--- src/rtl/bank_cmd_sequencer_if.sv ---
// Request/command bundle between the scheduler queue, the bank command sequencer
// and the DIMM command/address assembler.
interface bank_cmd_sequencer_if #(
  parameter int ROW_BITS        = 8,
  parameter int COL_BITS        = 4,
  parameter int PADDR_BITS      = 64,
  parameter int BANK_GROUPS     = 4,
  parameter int BANKS_PER_GROUP = 2
);
  localparam int BG_W = $clog2(BANK_GROUPS);
  localparam int BA_W = $clog2(BANKS_PER_GROUP);

  logic                  req_valid_in;
  logic                  req_ready_out;
  logic [PADDR_BITS-1:0] req_addr_in;
  logic                  req_write_in;
  logic                  cmd_valid_out;
  logic [2:0]            cmd_out;
  logic [BG_W-1:0]       cmd_bg_out;
  logic [BA_W-1:0]       cmd_ba_out;
  logic [ROW_BITS-1:0]   cmd_row_out;
  logic [COL_BITS-1:0]   cmd_col_out;
  logic                  done_out;
  logic [15:0]           row_hit_count_out;

  modport master (
    output req_valid_in, req_addr_in, req_write_in,
    input  req_ready_out, cmd_valid_out, cmd_out, cmd_bg_out, cmd_ba_out,
           cmd_row_out, cmd_col_out, done_out, row_hit_count_out
  );

  modport slave (
    input  req_valid_in, req_addr_in, req_write_in,
    output req_ready_out, cmd_valid_out, cmd_out, cmd_bg_out, cmd_ba_out,
           cmd_row_out, cmd_col_out, done_out, row_hit_count_out
  );
endinterface

--- src/rtl/bank_cmd_sequencer.sv ---
// Turns one memory request at a time into PRECHARGE/ACTIVATE/READ/WRITE,
// tracking the open row per bank and timing each step with a down-counter.
module bank_cmd_sequencer #(
  parameter int ROW_BITS           = 8,
  parameter int COL_BITS           = 4,
  parameter int PADDR_BITS         = 64,
  parameter int BANK_GROUPS        = 4,
  parameter int BANKS_PER_GROUP    = 2,
  parameter int ACTIVATION_LATENCY = 8,
  parameter int PRECHARGE_LATENCY  = 5,
  parameter int CAS_LATENCY        = 22,
  parameter int BURST_LEN          = 8
) (
  input logic clk_in,
  input logic rst_in,
  bank_cmd_sequencer_if.slave bus
);
  localparam int BG_W     = $clog2(BANK_GROUPS);
  localparam int BA_W     = $clog2(BANKS_PER_GROUP);
  localparam int IDX_W    = BG_W + BA_W;
  localparam int NB       = BANK_GROUPS * BANKS_PER_GROUP;
  localparam int ADDR_USE = COL_BITS + BA_W + BG_W + ROW_BITS;
  localparam int RD_LAT   = CAS_LATENCY + BURST_LEN;
  localparam int LAT_MAX  = (RD_LAT > ACTIVATION_LATENCY) ?
                            ((RD_LAT > PRECHARGE_LATENCY) ? RD_LAT : PRECHARGE_LATENCY) :
                            ((ACTIVATION_LATENCY > PRECHARGE_LATENCY) ? ACTIVATION_LATENCY : PRECHARGE_LATENCY);
  localparam int CNT_W    = $clog2(LAT_MAX + 1);

  // Counters are loaded with latency-1 on the edge that registers a command,
  // so the follow-up command/done is registered on the edge it reaches zero.
  localparam logic [CNT_W-1:0] ACT_WAIT = CNT_W'(ACTIVATION_LATENCY - 1);
  localparam logic [CNT_W-1:0] PRE_WAIT = CNT_W'(PRECHARGE_LATENCY - 1);
  localparam logic [CNT_W-1:0] RD_WAIT  = CNT_W'(RD_LAT - 1);
  localparam logic [CNT_W-1:0] WR_WAIT  = CNT_W'(BURST_LEN - 1);

  localparam logic [2:0] CMD_RD  = 3'd0;
  localparam logic [2:0] CMD_WR  = 3'd1;
  localparam logic [2:0] CMD_ACT = 3'd2;
  localparam logic [2:0] CMD_PRE = 3'd3;

  typedef enum logic [2:0] {IDLE, ISSUE, WAIT_PRE, WAIT_ACT, WAIT_DATA} state_t;

  state_t                      state_q, state_d;
  logic [CNT_W-1:0]            cnt_q, cnt_d;
  logic                        wr_q, wr_d;
  logic                        ready_q, ready_d;
  logic                        cmd_valid_q, cmd_valid_d;
  logic [2:0]                  cmd_q, cmd_d;
  logic [BG_W-1:0]             cmd_bg_q, cmd_bg_d;
  logic [BA_W-1:0]             cmd_ba_q, cmd_ba_d;
  logic [ROW_BITS-1:0]         cmd_row_q, cmd_row_d;
  logic [COL_BITS-1:0]         cmd_col_q, cmd_col_d;
  logic                        done_q, done_d;
  logic [15:0]                 hit_q, hit_d;
  logic [NB-1:0]               open_q, open_d;
  logic [NB-1:0][ROW_BITS-1:0] rows_q, rows_d;

  logic [COL_BITS-1:0] in_col;
  logic [BA_W-1:0]     in_ba;
  logic [BG_W-1:0]     in_bg;
  logic [ROW_BITS-1:0] in_row;
  logic [IDX_W-1:0]    in_idx;
  logic [IDX_W-1:0]    cur_idx;
  logic                unused_addr_hi;

  assign in_col  = bus.req_addr_in[0 +: COL_BITS];
  assign in_ba   = bus.req_addr_in[COL_BITS +: BA_W];
  assign in_bg   = bus.req_addr_in[COL_BITS + BA_W +: BG_W];
  assign in_row  = bus.req_addr_in[COL_BITS + BA_W + BG_W +: ROW_BITS];
  assign in_idx  = {in_bg, in_ba};
  // The command field registers double as the latched request fields.
  assign cur_idx = {cmd_bg_q, cmd_ba_q};
  assign unused_addr_hi = ^bus.req_addr_in[PADDR_BITS-1:ADDR_USE];

  always_comb begin
    state_d     = state_q;
    cnt_d       = (cnt_q != '0) ? cnt_q - 1'b1 : cnt_q;
    wr_d        = wr_q;
    cmd_valid_d = 1'b0;
    cmd_d       = cmd_q;
    cmd_bg_d    = cmd_bg_q;
    cmd_ba_d    = cmd_ba_q;
    cmd_row_d   = cmd_row_q;
    cmd_col_d   = cmd_col_q;
    done_d      = 1'b0;
    hit_d       = hit_q;
    open_d      = open_q;
    rows_d      = rows_q;

    case (state_q)
      IDLE: begin
        if (bus.req_valid_in && ready_q) begin
          wr_d        = bus.req_write_in;
          cmd_valid_d = 1'b1;
          cmd_bg_d    = in_bg;
          cmd_ba_d    = in_ba;
          cmd_row_d   = in_row;
          cmd_col_d   = in_col;
          state_d     = ISSUE;
          if (open_q[in_idx] && rows_q[in_idx] == in_row) begin
            cmd_d = bus.req_write_in ? CMD_WR : CMD_RD;
            cnt_d = bus.req_write_in ? WR_WAIT : RD_WAIT;
            if (hit_q != 16'hFFFF) hit_d = hit_q + 16'd1;
          end else if (open_q[in_idx]) begin
            cmd_d          = CMD_PRE;
            cnt_d          = PRE_WAIT;
            open_d[in_idx] = 1'b0;
          end else begin
            cmd_d          = CMD_ACT;
            cnt_d          = ACT_WAIT;
            open_d[in_idx] = 1'b1;
            rows_d[in_idx] = in_row;
          end
        end
      end
      ISSUE: begin
        case (cmd_q)
          CMD_PRE: state_d = WAIT_PRE;
          CMD_ACT: state_d = WAIT_ACT;
          default: state_d = WAIT_DATA;
        endcase
      end
      WAIT_PRE: begin
        if (cnt_q == '0) begin
          cmd_valid_d     = 1'b1;
          cmd_d           = CMD_ACT;
          cnt_d           = ACT_WAIT;
          open_d[cur_idx] = 1'b1;
          rows_d[cur_idx] = cmd_row_q;
          state_d         = WAIT_ACT;
        end
      end
      WAIT_ACT: begin
        if (cnt_q == '0) begin
          cmd_valid_d = 1'b1;
          cmd_d       = wr_q ? CMD_WR : CMD_RD;
          cnt_d       = wr_q ? WR_WAIT : RD_WAIT;
          state_d     = WAIT_DATA;
        end
      end
      WAIT_DATA: begin
        if (cnt_q == '0) begin
          done_d  = 1'b1;
          state_d = IDLE;
        end
      end
      default: state_d = IDLE;
    endcase

    ready_d = (state_d == IDLE);
  end

  always_ff @(posedge clk_in) begin
    if (rst_in) begin
      state_q     <= IDLE;
      cnt_q       <= '0;
      wr_q        <= 1'b0;
      ready_q     <= 1'b1;
      cmd_valid_q <= 1'b0;
      cmd_q       <= '0;
      cmd_bg_q    <= '0;
      cmd_ba_q    <= '0;
      cmd_row_q   <= '0;
      cmd_col_q   <= '0;
      done_q      <= 1'b0;
      hit_q       <= '0;
      open_q      <= '0;
      rows_q      <= '0;
    end else begin
      state_q     <= state_d;
      cnt_q       <= cnt_d;
      wr_q        <= wr_d;
      ready_q     <= ready_d;
      cmd_valid_q <= cmd_valid_d;
      cmd_q       <= cmd_d;
      cmd_bg_q    <= cmd_bg_d;
      cmd_ba_q    <= cmd_ba_d;
      cmd_row_q   <= cmd_row_d;
      cmd_col_q   <= cmd_col_d;
      done_q      <= done_d;
      hit_q       <= hit_d;
      open_q      <= open_d;
      rows_q      <= rows_d;
    end
  end

  assign bus.req_ready_out     = ready_q;
  assign bus.cmd_valid_out     = cmd_valid_q;
  assign bus.cmd_out           = cmd_q;
  assign bus.cmd_bg_out        = cmd_bg_q;
  assign bus.cmd_ba_out        = cmd_ba_q;
  assign bus.cmd_row_out       = cmd_row_q;
  assign bus.cmd_col_out       = cmd_col_q;
  assign bus.done_out          = done_q;
  assign bus.row_hit_count_out = hit_q;
endmodule

--- src/flat_wrapper.sv ---
// flat-port wrapper written by rule: the top's interface ports become plain ports
module bank_cmd_sequencer_flat 
#(
  parameter int ROW_BITS           = 8,
  parameter int COL_BITS           = 4,
  parameter int PADDR_BITS         = 64,
  parameter int BANK_GROUPS        = 4,
  parameter int BANKS_PER_GROUP    = 2,
  parameter int ACTIVATION_LATENCY = 8,
  parameter int PRECHARGE_LATENCY  = 5,
  parameter int CAS_LATENCY        = 22,
  parameter int BURST_LEN          = 8
)
  (clk_in, rst_in, bus_req_valid_in, bus_req_addr_in, bus_req_write_in, bus_req_ready_out, bus_cmd_valid_out, bus_cmd_out, bus_cmd_bg_out, bus_cmd_ba_out, bus_cmd_row_out, bus_cmd_col_out, bus_done_out, bus_row_hit_count_out);
  bank_cmd_sequencer_if #(.ROW_BITS(ROW_BITS), .COL_BITS(COL_BITS), .PADDR_BITS(PADDR_BITS), .BANK_GROUPS(BANK_GROUPS), .BANKS_PER_GROUP(BANKS_PER_GROUP)) bus_i ();
  input logic clk_in;
  input logic rst_in;
  input wire logic [$bits(bus_i.req_valid_in)-1:0] bus_req_valid_in;
  input wire logic [$bits(bus_i.req_addr_in)-1:0] bus_req_addr_in;
  input wire logic [$bits(bus_i.req_write_in)-1:0] bus_req_write_in;
  output wire logic [$bits(bus_i.req_ready_out)-1:0] bus_req_ready_out;
  output wire logic [$bits(bus_i.cmd_valid_out)-1:0] bus_cmd_valid_out;
  output wire logic [$bits(bus_i.cmd_out)-1:0] bus_cmd_out;
  output wire logic [$bits(bus_i.cmd_bg_out)-1:0] bus_cmd_bg_out;
  output wire logic [$bits(bus_i.cmd_ba_out)-1:0] bus_cmd_ba_out;
  output wire logic [$bits(bus_i.cmd_row_out)-1:0] bus_cmd_row_out;
  output wire logic [$bits(bus_i.cmd_col_out)-1:0] bus_cmd_col_out;
  output wire logic [$bits(bus_i.done_out)-1:0] bus_done_out;
  output wire logic [$bits(bus_i.row_hit_count_out)-1:0] bus_row_hit_count_out;
  assign bus_i.req_valid_in = bus_req_valid_in;
  assign bus_i.req_addr_in = bus_req_addr_in;
  assign bus_i.req_write_in = bus_req_write_in;
  assign bus_req_ready_out = bus_i.req_ready_out;
  assign bus_cmd_valid_out = bus_i.cmd_valid_out;
  assign bus_cmd_out = bus_i.cmd_out;
  assign bus_cmd_bg_out = bus_i.cmd_bg_out;
  assign bus_cmd_ba_out = bus_i.cmd_ba_out;
  assign bus_cmd_row_out = bus_i.cmd_row_out;
  assign bus_cmd_col_out = bus_i.cmd_col_out;
  assign bus_done_out = bus_i.done_out;
  assign bus_row_hit_count_out = bus_i.row_hit_count_out;
  bank_cmd_sequencer #(.ROW_BITS(ROW_BITS), .COL_BITS(COL_BITS), .PADDR_BITS(PADDR_BITS), .BANK_GROUPS(BANK_GROUPS), .BANKS_PER_GROUP(BANKS_PER_GROUP), .ACTIVATION_LATENCY(ACTIVATION_LATENCY), .PRECHARGE_LATENCY(PRECHARGE_LATENCY), .CAS_LATENCY(CAS_LATENCY), .BURST_LEN(BURST_LEN)) u_core (.clk_in(clk_in), .rst_in(rst_in), .bus(bus_i));
endmodule
--- config.mk ---
export PLATFORM = sky130hd
export DESIGN_NAME = bank_cmd_sequencer_flat
export DESIGN_NICKNAME = d
export VERILOG_FILES = /design/src/rtl/bank_cmd_sequencer_if.sv /design/src/rtl/bank_cmd_sequencer.sv /design/src/flat_wrapper.sv
export SDC_FILE = /design/constraint.sdc
export NUM_CORES = 1
export LEC_CHECK = 0
export BUFFER_PORTS_ARGS = -buffer_cell sky130_fd_sc_hd__buf_2
export CORE_UTILIZATION = 55
export DETAILED_ROUTE_END_ITERATION = 8
export PLACE_DENSITY = 0.78
export SLEW_MARGIN = 20
export SYNTH_ARGS = -nofsm -noshare
export SYNTH_HDL_FRONTEND = slang
export SYNTH_SLANG_ARGS = --single-unit
--- constraint.sdc ---
create_clock -name clk_in -period 5.18 [get_ports clk_in]
set_input_delay 0.777 -clock clk_in [delete_from_list [all_inputs] [get_ports clk_in]]
set_output_delay 0.777 -clock clk_in [all_outputs]
set_load 0.005 [all_outputs]
# Word-level counts from Yosys, hierarchy flattened
# Index checks and enable logic that the tools add are counted.
# totals
latchBits	0
rom_bits	0
elab_cells	112
regBits	118
ram_bits	0
memories	0
# op_classes
muxes	50
magnitude_cmp	4
bitwise_logic	5
n_mul	0
div	0
n_addsub	2
eq_ne	13
shift	0
reduce_logical	17
# ops
op	count
$mux W64	4
$bwmux W64	2
$pmux W64 S2	1
$mux W8	7
$demux W8 S3	2
$mux W5	7
$bmux W8 S3	1
$mux W3	8
$add A16 B1 Y16 const B	1
$ne A16 B16 Y1 const B	1
$or A8 B8 Y8	2
$pmux W8 S2	1
$pmux W3 S5	1
$pmux W5 S3	1
$eq A3 B2 Y1 const B	4
$reduce_and A4 Y1	3
$pmux W3 S3	1
$and A8 B8 Y8	1
$eq A8 B8 Y1	1
$lt A3 B4 Y1 const B	2
$mux W1	8
$not A8 Y8	1
$demux W1 S3	2
$ge A3 B1 Y1 const B	2
other kinds (19)	27

# Logic depth before layout (Yosys ltp)
# depth
word_depth	10
ltp_mapped	12
mapped_depth_nobuf	8

# Worst setup path after synthesis
# OpenSTA, ideal clock, no wires.
# synth_timing
kind	input -> register
from	input port bus_req_addr_in[5]
to	register u_core.hit_q[5], in the netlist u_core.bus.row_hit_count_out[5]
stages	11
arrival_time_ns	3.336
t_required_ns	5.059
slack_ns	1.723
setup_time_ns	0.121
path_cell_list	buf_2 > buf_1 > mux4_2 > mux2i_1 > xor2_1 > nand3_1 > or4_1 > buf_2 > buf_6 > nor4_1 > mux2_2
# synth_between
elab_chain_len	5
word_cells_on_any_way	7
# synth_rtl
item	line_no	text
start, declared	flat_wrapper.sv:19	input wire logic [$bits(bus_i.req_addr_in)-1:0] bus_req_addr_in;
$bmux W8 S3	bank_cmd_sequencer.sv:100	if (open_q[in_idx] && rows_q[in_idx] == in_row) begin
$mux W8 (implied by the code)	bank_cmd_sequencer.sv:100	
$eq A8 B8 Y1	bank_cmd_sequencer.sv:100	
$logic_and A1 B1 Y1 *	bank_cmd_sequencer.sv:100	
$reduce_and A4 Y1 (no source line) *	n/a	
end signal, assigned	bank_cmd_sequencer.sv:181	hit_q <= hit_d;
end, declared	bank_cmd_sequencer.sv:54	logic [15:0] hit_q, hit_d;
# Mark *: on every way between the ends. The rest lies on a longest branch, timed or not. The select of a mux whose other input is x is not followed.
# A chain may end at the register's enable or synchronous reset.

# Worst setup path after layout
# layout_timing
from	input port bus_req_addr_in[4]
to	register u_core.hit_q[5], in the netlist u_core.bus.row_hit_count_out[5]
# Same word-level chain as after synthesis.

==> results.ini <==
[synth]
syn-num-nets = 795
synth_top_family_by_area = compound AO/OA/AOI/OAI gates
synthSimpleGateAreaFrac_pct = 17.76
synth.distinct_cells = 54
muxShareOfSynthArea_pct = 7.395
synth_top_area_share_pct = 38.13
synthesis.area_sq_um = 6142
synth.top_cells.by_count = dfxtp_1, nor2_1, a22o_1, a22oi_1, nand2_1
ys_ff_latch = 117
netlist_top_cells_area = dfxtp_1, a22o_1, a22oi_1, nor2_1, mux4_2
syn_avg_cell_area_sq_um = 8.484
synthFlopType = dfxtp_1
synthArstFlopShare_pct = 0
synth_compound_area_share_pct = 29.39
synth_fa_ha_area_share_pct = 0.6111
ys_seq_area_share_pct = 38.13
synthesis.instances = 724
synth_xor_area_share_pct = 0.9982
yosysMostFrequentCell = dfxtp_1
synth.yosys.warnings = 0
synth_top_area_cell = dfxtp_1
synth_edf_count = 0

[place]
routabilityCongestion = 0.8492
placed_cell_area_sq_um = 6452
portBuffers = 54
dpl.hpwl_um = 11020

[finish]
fillers = 916
nets = 816
final_core_util_pct = 64.10
design_area_sq_um = 6949
antenna_cells = 0
layout-drive-gt1-share_pct = 16.69
syn_to_final_growth_pct = 13.14

[clock_tree]
cts_resized = 0
clock_path_buffers = 2
cts_buffers = 17
clk_pin_slew_ps = 60
cts_hold_buf = 0
insertion_delay_ps = 520
cts_htree_levels = 4
cts_root_buf = clkbuf_8
cts.sinks = 117
cts_tree = yes
postCtsSetupBuffers = 0

[global_routing]
grt_pass1_vias = 5689
antenna_found_initial = 0
grt_max_degree = 60
grt_first_pass_wirelength_um = 28370
track_usage_pct = 31.30
grt_remaining_overflow = 0

[critical_path]
worstSetupEndpoint = u_core.bus.row_hit_count_out[5]
criticalPathCategory = in -> reg
path_max_fanout = 36
slowest_delay_ps = 730
arrival_ps = 4140
reg2reg_slack_ps = 2220
reg2reg_to = u_core.rows_q[34]
cp.depth = 9
start_kind = input pin
worstRegToRegCells = 6
r2r_start = u_core.state_q[1]
required_ps = 5590
path_cells = buf_2, mux4_2, mux2i_1, xor2_1, nand3_1, or4_1, buf_4, nor4_1, mux2_2
critPathCaptureType = flip-flop
cp.buffers_inverters = 2
slowest_stage = buf_2
path_delay_family = multiplexers
critPathLaunch = bus_req_addr_in[4]

[routing]
vias_per_cell = 6.804
vias = 6090
dr_wl_met2_um = 8309
detail_route.wl_per_cell_um = 19.62
top_layer_used = met4
post-route-drc-count = 0
firstDrtPassIters = 6
drtIter0Drc = 581
dr_wl_met3_um = 1707
ant_nets = 0
wl_um = 17560
wl_met1_um = 7231

[timing]
final-setup-viol-count = 0
finalSetupTns_ps = 0
fin_crit_ps = 3731
grt_setup_unrepaired = no
tightestPinTransition_ps = 1106
fin_skew_ps = 5.693
drv_slew = 0
finalHoldViolCount = 0
max_slew_margin_pct = 25.71
fmax_mhz = 268.0
fin_crit_sh_pct = 72.03

[power]
p_sw_mw = 0.9434
seq_power_share_pct = 39.3
p_leak_nw = 2.646
p_per_area_nw_per_um2 = 403.4
clkPwrFrac_pct = 35.5
p_comb_share_pct = 25.1
peakVddDrop_mv = 0.2400
power_mw = 2.803
swShare_pct = 33.65
p_int_mw = 1.860

[die]
start_util_pct = 56.66
die_area_sq_um = 11590
fp.dieH_um = 107.7
io_pins = 105
core_sq_um = 10840
std_cell_rows = 38
die_x_um = 107.7

[flow_run]
maxCapViolCount = 0

[status]
status = finished clean

[min_path]
hp-class = reg -> reg

## placed cells by master (no fill, tap or decap), types with 5 or more instances in the layout
| cell type | Yosys | layout |
|---|---|---|
| dfxtp_1 | 117 | 117 |
| nor2_1 | 86 | 86 |
| a22o_1 | 70 | 70 |
| a22oi_1 | 68 | 68 |
| nand2_1 | 59 | 59 |
| buf_2 | 7 | 53 |
| a21oi_1 | 39 | 39 |
| buf_4 | 1 | 20 |
| nor3_1 | 17 | 17 |
| clkbuf_16 | 0 | 16 |
| mux2i_1 | 15 | 15 |
| o21ai_0 | 15 | 15 |
| nand3_1 | 14 | 14 |
| inv_1 | 12 | 12 |
| mux4_2 | 11 | 11 |
| o21ai_1 | 11 | 10 |
| or4_1 | 9 | 9 |
| nor2b_1 | 9 | 8 |
| and3_1 | 7 | 7 |
| a31oi_1 | 7 | 7 |
| o31ai_1 | 7 | 7 |
| or3_1 | 6 | 6 |
| clkinv_2 | 0 | 6 |
| mux2_2 | 5 | 5 |
| nand4_1 | 5 | 5 |
| xor2_1 | 5 | 5 |
| nor4_1 | 5 | 5 |
| or2_2 | 5 | 5 |
| o311ai_0 | 5 | 5 |
| o41ai_1 | 5 | 5 |
## cell families after synthesis
family                   Yosys count
XOR/XNOR                           7
multiplexers                      31
adder cells (fa/ha/maj)            3
AND/OR/NAND/NOR                  234
flip-flops                       117
buffers and inverters             83
AO/OA/AOI/OAI                    248
other                              1
## worst reg2reg max path, stage by stage (launching register included)
cell     delay (ps)
dfxtp_1         480
nor2b_1         360
nand2_1         240
nor3_1          930
o21ai_1         430
a22oi_1         320
nor2_1           60
## worst min path at each step
stage | depth (start not counted) | slack [ps] | startpoint | endpoint
final | 2 | 450 | u_core.bus.cmd_col_out[3] | u_core.bus.cmd_col_out[3]
after global routing | 2 | 480 | u_core.bus.cmd_col_out[0] | u_core.bus.cmd_col_out[0]
after CTS | 2 | 460 | u_core.bus.cmd_col_out[3] | u_core.bus.cmd_col_out[3]
after detailed placement | 2 | 450 | u_core.bus.cmd_col_out[3] | u_core.bus.cmd_col_out[3]
after global placement | 2 | 440 | u_core.bus.cmd_col_out[0] | u_core.bus.cmd_col_out[0]
after floorplan | 2 | 420 | flip-flop | flip-flop
## power by group through the flow
| stage | sequential (mW) | clock, mW | combinational [mW] |
|---|---|---|---|
| after floorplan | 1.06 | 0 | 0.516 |
| after global placement | 1.11 | 0 | 0.662 |
| after detailed placement | 1.11 | 0 | 0.685 |
| after CTS | 1.10 | 0.997 | 0.692 |
| after global routing | 1.11 | 1.04 | 0.773 |
| final | 1.10 | 0.996 | 0.705 |
## layer usage
layer  vias to the layer above  track usage [%]
met3                        32            6.174
met4                         0            14.19
met2                       353            50.09
met1                      2953            40.64
met5                         -                0
li1                       2752                -
## per-stage QoR
step	worst slack [ps]	cells	hold slack [ps]
after floorplan	1723	724	423.1
after global placement	1006	866	439.5
after detailed placement	948.8	866	448.3
after CTS	1481	895	457.1
after global routing	1353	895	483.4
final	1449	895	453.9
## state kept, by name, indices dropped and copies added, names as in the netlist, named ones only
| signal | cells |
|---|---|
| u_core.wr_q | 1 |
| u_core.bus.cmd_bg_out | 2 |
| u_core.bus.cmd_col_out | 4 |
| u_core.bus.cmd_out | 2 |
| u_core.bus.req_ready_out | 1 |
| u_core.bus.row_hit_count_out | 16 |
| u_core.bus.done_out | 1 |
| u_core.rows_q | 64 |
| u_core.state_q | 3 |
| u_core.bus.cmd_ba_out | 1 |
| u_core.bus.cmd_row_out | 8 |
| u_core.bus.cmd_valid_out | 1 |
| u_core.cnt_q | 5 |
## cell type report
class                   count  area, sq um  area share, %
inverters                  12        45.04         0.6482
repair buffers             73        415.4          5.978
well taps                 140        175.2          2.521
clock buffers              23        466.7          6.716
multi-input cells         524         3475          50.00
clock inverters             6        30.03         0.4321
flip-flops and latches    117         2342          33.71
Note: power is estimated with default switching activity, not from simulation.
